### src/rtl/bus_master_if.sv
// Master-side agent for the shared bus: queues local commands, requests the bus and issues single-cycle beats.
// Optional BUS_MASTER_HOLD_LIMIT_EN caps consecutive beats per request at HOLD_MAX, followed by a one-cycle yield.
module bus_master_if #(
   parameter int AW       = 8,
   parameter int DW       = 32,
   parameter int DEPTH    = 4,
   parameter int HOLD_MAX = 4
) (
   input  logic          clk,
   input  logic          reset_n,
   input  logic          cmd_valid,
   output logic          cmd_ready,
   input  logic          cmd_we,
   input  logic [AW-1:0] cmd_addr,
   input  logic [DW-1:0] cmd_wdata,
   output logic          rsp_valid,
   output logic [DW-1:0] rsp_rdata,
   output logic          bus_req,
   input  logic          bus_grant,
   output logic          bus_en,
   output logic          bus_we,
   output logic [AW-1:0] bus_addr,
   output logic [DW-1:0] bus_wdata,
   input  logic [DW-1:0] bus_rdata,
   output logic          idle,
   output logic [1:0]    o_dbg_state
);

   localparam int PW  = $clog2(DEPTH);
   localparam int CW  = PW + 1;
   localparam int HCW = $clog2(HOLD_MAX + 1);

   if ((DEPTH < 2) || ((DEPTH & (DEPTH - 1)) != 0) || (HOLD_MAX < 1)) begin : g_bad_param
      $error("bus_master_if: DEPTH must be a power of two >= 2 and HOLD_MAX >= 1");
   end

`ifdef BUS_MASTER_HOLD_LIMIT_EN
   typedef enum logic [1:0] {ST_IDLE = 2'd0, ST_ACTIVE = 2'd1, ST_YIELD = 2'd2} state_t;
`else
   typedef enum logic [1:0] {ST_IDLE = 2'd0, ST_ACTIVE = 2'd1} state_t;
`endif

   state_t        r_state, w_state_nxt;
   logic [PW-1:0] r_wr_ptr, r_rd_ptr;
   logic [CW-1:0] r_count, w_count_nxt;
   logic          r_mem_we    [DEPTH];
   logic [AW-1:0] r_mem_addr  [DEPTH];
   logic [DW-1:0] r_mem_wdata [DEPTH];
   logic          w_full, w_empty, w_push, w_beat;
   logic          r_rd_pend, r_rsp_valid;
   logic [DW-1:0] r_rsp_rdata;
   logic          w_hold_hit;

   assign w_full      = (r_count == CW'(DEPTH));
   assign w_empty     = (r_count == '0);
   // Gating with reset_n keeps the handshake and idle at 0 while reset is held.
   assign cmd_ready   = reset_n && !w_full;
   assign w_push      = cmd_valid && cmd_ready;
   assign bus_req     = (r_state == ST_ACTIVE);
   assign w_beat      = bus_req && bus_grant && !w_empty;
   assign w_count_nxt = r_count + CW'(w_push) - CW'(w_beat);

   assign bus_en      = w_beat;
   assign bus_we      = w_beat && r_mem_we[r_rd_ptr];
   assign bus_addr    = w_beat ? r_mem_addr[r_rd_ptr]  : '0;
   assign bus_wdata   = w_beat ? r_mem_wdata[r_rd_ptr] : '0;
   assign rsp_valid   = r_rsp_valid;
   assign rsp_rdata   = r_rsp_rdata;
   assign idle        = reset_n && w_empty && (r_state == ST_IDLE) && !r_rd_pend;
   assign o_dbg_state = r_state;

   always_ff @(posedge clk) begin
      if (w_push) begin
         r_mem_we[r_wr_ptr]    <= cmd_we;
         r_mem_addr[r_wr_ptr]  <= cmd_addr;
         r_mem_wdata[r_wr_ptr] <= cmd_wdata;
      end
   end

`ifdef BUS_MASTER_HOLD_LIMIT_EN
   logic [HCW-1:0] r_beat_cnt;

   assign w_hold_hit = w_beat && ((r_beat_cnt + HCW'(1)) == HCW'(HOLD_MAX));

   always_ff @(posedge clk) begin
      if (!reset_n || (r_state != ST_ACTIVE)) r_beat_cnt <= '0;
      else if (w_beat)                        r_beat_cnt <= r_beat_cnt + HCW'(1);
   end
`else
   assign w_hold_hit = 1'b0;
`endif

   always_ff @(posedge clk) begin
      if (!reset_n) begin
         r_state     <= ST_IDLE;
         r_count     <= '0;
         r_wr_ptr    <= '0;
         r_rd_ptr    <= '0;
         r_rd_pend   <= 1'b0;
         r_rsp_valid <= 1'b0;
         r_rsp_rdata <= '0;
      end else begin
         r_state     <= w_state_nxt;
         r_count     <= w_count_nxt;
         if (w_push) r_wr_ptr <= r_wr_ptr + PW'(1);
         if (w_beat) r_rd_ptr <= r_rd_ptr + PW'(1);
         // Slave data arrives the cycle after a read beat; it is registered then presented.
         r_rd_pend   <= w_beat && !r_mem_we[r_rd_ptr];
         r_rsp_valid <= r_rd_pend;
         r_rsp_rdata <= r_rd_pend ? bus_rdata : '0;
      end
   end

   always_comb begin
      w_state_nxt = r_state;
      case (r_state)
         ST_IDLE:   if (w_count_nxt != '0) w_state_nxt = ST_ACTIVE;
         ST_ACTIVE: begin
            if (w_count_nxt == '0) w_state_nxt = ST_IDLE;
`ifdef BUS_MASTER_HOLD_LIMIT_EN
            else if (w_hold_hit)   w_state_nxt = ST_YIELD;
`endif
         end
`ifdef BUS_MASTER_HOLD_LIMIT_EN
         ST_YIELD:  w_state_nxt = (w_count_nxt != '0) ? ST_ACTIVE : ST_IDLE;
`endif
         default:   w_state_nxt = ST_IDLE;
      endcase
   end

endmodule

### config.mk
export PLATFORM = sky130hd
export DESIGN_NAME = bus_master_if
export DESIGN_NICKNAME = d
export VERILOG_FILES = /design/src/rtl/bus_master_if.sv
export SDC_FILE = /design/constraint.sdc
export NUM_CORES = 1
export LEC_CHECK = 0
export ABC_AREA = 1
export CORE_MARGIN = 2
export CORE_UTILIZATION = 45
export DETAILED_ROUTE_END_ITERATION = 10
export PLACE_DENSITY_LB_ADDON = 0.08
export SYNTH_ARGS = -nofsm -noshare
export SYNTH_HDL_FRONTEND = slang
export SYNTH_SLANG_ARGS = --single-unit
### constraint.sdc
create_clock -name clk -period 2.87 [get_ports clk]
set_input_delay 0.287 -clock clk [delete_from_list [all_inputs] [get_ports clk]]
set_output_delay 0.287 -clock clk [all_outputs]
set_load 0.05 [all_outputs]
After elaboration in Yosys (flattened, before gate mapping)
Memories as Yosys holds them, arrays and structs flattened. A register that Yosys moved wholly into a read port is not among the register bits. Index checks and enable logic that the tools add are counted.

Register bits after elaboration: 43. Memory bits (writable): 164. Memories: 3.

Add/subtract/negate cells: 4. Equality and inequality tests: 4. Multiplexer cells: 13. Reduce and logical (&&, ||, !) cells: 19.

Memories: r_mem_wdata (depth 4, bits a word 32, read ports 1, clocked after memory_dff 1, write ports 1, line 48) `logic [DW-1:0] r_mem_wdata [DEPTH];`; r_mem_addr (depth 4, bits a word 8, read ports 1, clocked after memory_dff 1, write ports 1, line 47) `logic [AW-1:0] r_mem_addr [DEPTH];`; r_mem_we (depth 4, bits a word 1, read ports 1, clocked after memory_dff 1, write ports 1, line 46) `logic r_mem_we [DEPTH];`.

Operators with widths (number): $mux W32 (1); $mux W2 (8); $logic_and A1 B1 Y1 (9); $mux W8 (1); $logic_not A3 Y1 (2); $add A2 B1 Y2 const B (2); $logic_not A1 Y1 (4); $ne A2 B1 Y1 const B (2); $pmux W2 S2 (1); $reduce_and A2 Y1 (2); $add A3 B1 Y3 (1); $eq A3 B3 Y1 const B (1); $reduce_bool A3 Y1 (1); $sub A3 B1 Y3 (1); $eq A2 B1 Y1 const B (1); $logic_not A2 Y1 (1); $mux W1 (2).

Depth between registers and ports, before layout
Depth after elaboration: 9. Gate-level depth with buffers: 12.

Worst setup path before layout
OpenSTA, ideal clock, no wires.

Kind: register to register. From: register r_count[1]. To: memory r_mem_addr[0][0] (enable). Data arrival time: 2.399 ns. Setup slack: 0.032 ns. Cell stages (with the launch flop): 5. Buffers on the path: 0. Period minus slack after synthesis: 2.838 ns. Cells stage by stage: dfxtp_1 > nor2_1 > nand2_1 > nand3_1 > nor2_1.

Cells in the longest elaborated chain, start to end: 6.

Ends and longest elaborated chain: start: declaration (line 45) `logic [CW-1:0] r_count, w_count_nxt;`; start signal: assignment (line 104) `r_count <= w_count_nxt;`; $eq A3 B3 Y1 (line 54) `assign w_full = (r_count == CW'(DEPTH));`; $logic_not A1 Y1 (line 57) `assign cmd_ready = reset_n && !w_full;`; $logic_and A1 B1 Y1 (line 57); $logic_and A1 B1 Y1 (line 58) `assign w_push = cmd_valid && cmd_ready;`; $mux W1 (line 73) `if (w_push) begin`; $mux W1 (not written as such) (line 75) `r_mem_addr[r_wr_ptr] <= cmd_addr;`; end: declaration (line 47).

Every way passes these cells.

==> results.yml <==
setup_path:
  reg2reg_depth: 12
  cp_max_fo: 30
  critPathLaunchType: "flop"
  critPathArrivalTime_ns: 2.24
  worstSetupPathType: "flop to output port"
  critPathCaptureType: "output port"
  required_ns: 2.58
cells_and_area:
  diodes: 0
  nets: 911
  drive_above_1_share_pct: 12.0
  final_util_pct: 62.8
  area_delta_synth_final_pct: 37.1
  nFillCells: 1345
pwr:
  ir_drop_uv: 477
  powerDensity_mw_per_mm2: 703
  p_leak_nw: 4.02
yosys:
  ys_seq_elements: 208
  synthArstFlopShare_pct: 0
  synth_enable_flop_cells: 164
  synth.area.top_cells: "edfxtp_1 (63%), dfxtp_1 (11%), nor2_1 (9.7%)"
  syn_inst: 669
  synth_largest_area_cell: "edfxtp_1"
  synth_top_area_share_pct: 62.6
  synth.most_common_cell: "nor2_1"
  ys.flop_type: "edfxtp_1"
  synth_area_mm2: 0.00787
  synth_seq_area_share_pct: 73.8
  synth_common_cells: "nor2_1 (204), edfxtp_1 (164), o21ai_0 (70), inv_1 (53), dfxtp_1 (44)"
  synth_area_per_cell_um2: 11.8
  ys.warnings.count: 0
  synth_cell_types: 23
  syn_nets: 753
clock_tree:
  cts-hold-fix-buffers: 0
  post_cts_buffers: 0
  cts_htree_levels: 1
  clock-sinks: 208
  clockBufferDepth: 3
  cts_resized: 0
  clk_latency_ns: 0.50
  numCtsBuffers: 22
  clock-root-buffer: "clkbuf_16"
  cts_tree: "done"
  clk_pin_slew_ns: 0.06
route:
  wl_um: 17100
  ant_nets: 0
  avgViaCountPerCell: 4.96
  wl_per_cell_um: 16.0
  via_count: 5300
  drt_first_pass_iters: 6
  drtIter0Drc: 345
  drcViolationCount: 0
floorplanning:
  core-area_mm2: 0.0172
  die-height_um: 136
  start_util_pct: 45.8
  pin_count: 157
  die_x_um: 136
  die_area_mm2: 0.0186
  floorplan.rows: 48
sta:
  hold_viol_final: 0
  fin_skew_ns: 0.0108
  maxSlewViolCount: 0
  layout_min_cycle_time_ns: 2.53
  holdWs_ns: 0.305
  relSlewSlack_pct: 60.9
  min_period_over_period_pct: 88.2
  fin_tns_setup_ns: 0
  rsz0062_at_grt: "no"
  fmax_mhz: 395
  tightest_slew_ns: 0.587
  finalSetupViolations: 0
status:
  outcome: "completed"
global_routing:
  grt_pass1_vias: 5322
  grt_overflow: 0
  antenna_found_initial: 0
  grt_max_degree: 45
  grt.total_usage_pct: 18.5
  grt_pass1_wl_um: 26600
min_path:
  hold_class: "primary input to flop"
  whs_path_depth: 3
run:
  maxCapViolations: 0
placement:
  dp_hpwl_um: 9970
  gp_congestion: 0.726
  portBuffers: 155
[registers in the layout, summed over array words and instances (netlist names), named ones only]
signal       count
o_dbg_state      1
r_count          3
r_mem_addr      32
r_mem_wdata    128
r_mem_we         4
r_rd_pend        1
r_rd_ptr         2
r_wr_ptr         2
rsp_rdata       32
rsp_valid        1
[layer usage]
metal,global-route usage [%],share of wire (%),vias up
met5,0,0,-
met4,4.86,1.7,0
met3,5.33,8.1,27
met2,32.3,50,180
met1,22.5,40,2528
li1,-,-,2565
[cell type report]
| type | count | area (um^2) | share of cell area [%] |
|---|---|---|---|
| Sequential cell | 208 | 5810 | 53.9 |
| Timing Repair Buffer | 170 | 2120 | 19.7 |
| Clock inverter | 12 | 91.3 | 0.847 |
| Inverter | 54 | 203 | 1.88 |
| Clock buffer | 28 | 614 | 5.69 |
| Tap cell | 225 | 282 | 2.61 |
| Multi-Input combinational cell | 371 | 1670 | 15.4 |
[where the power goes]
part           switching (mW)  internal (mW)
clock network            1.09           1.61
logic                   0.869          0.543
registers              0.0694           3.40
total                    2.03           5.55
[final timing paths]
kind                 startpoint  slack (ns)        endpoint
setup / recovery           flop        0.34     bus_addr[7]
hold / removal    bus_rdata[11]        0.31   rsp_rdata[11]
setup reg to reg     r_count[1]        0.60  o_dbg_state[0]
hold reg to reg     r_wr_ptr[1]        0.51     r_wr_ptr[1]
[through the flow]
stage                     setup WS (ns)  cells  instance area, um^2  power (mW)
final                             0.339   1068                10800        7.59
after global routing              0.178   1068                10800        7.92
after detailed placement          0.382   1028                10100        4.95
after CTS                         0.312   1068                10800        7.67
after global placement            0.432   1028                10100        4.92
after floorplan                  0.0317    669                 7870        4.35
[cell families after synthesis]
logic type	count (synthesis)	share of synthesized area, %
adders and majority gates	7	1.21
DFF	208	73.8
buffers and inverters	90	5.45
and+or+nand+nor	239	11.7
other	1	0.0476
AOI/OAI and AO/OA	124	7.88
[critical path: stages, from the launching register on]
cell,delay [ns]
dfxtp_4,0.57
buf_4,0.39
nor2_1,0.09
nor2_1,0.09
o21ai_0,0.09
a21oi_1,0.34
buf_12,0.19
[cells in the final DEF (no fill, tap or decap), drive strengths merged]
cell,n
a21oi,43
buf,57
bufinv,1
clkbuf,28
clkdlybuf4s50,113
clkinv,9
clkinvlp,1
conb,1
dfxtp,44
edfxtp,164
fa,1
ha,6
inv,55
nand2,25
nand3,7
nand3b,1
nand4,1
nor2,204
nor4,1
o21ai,81
(Power assumes the default switching activity.)
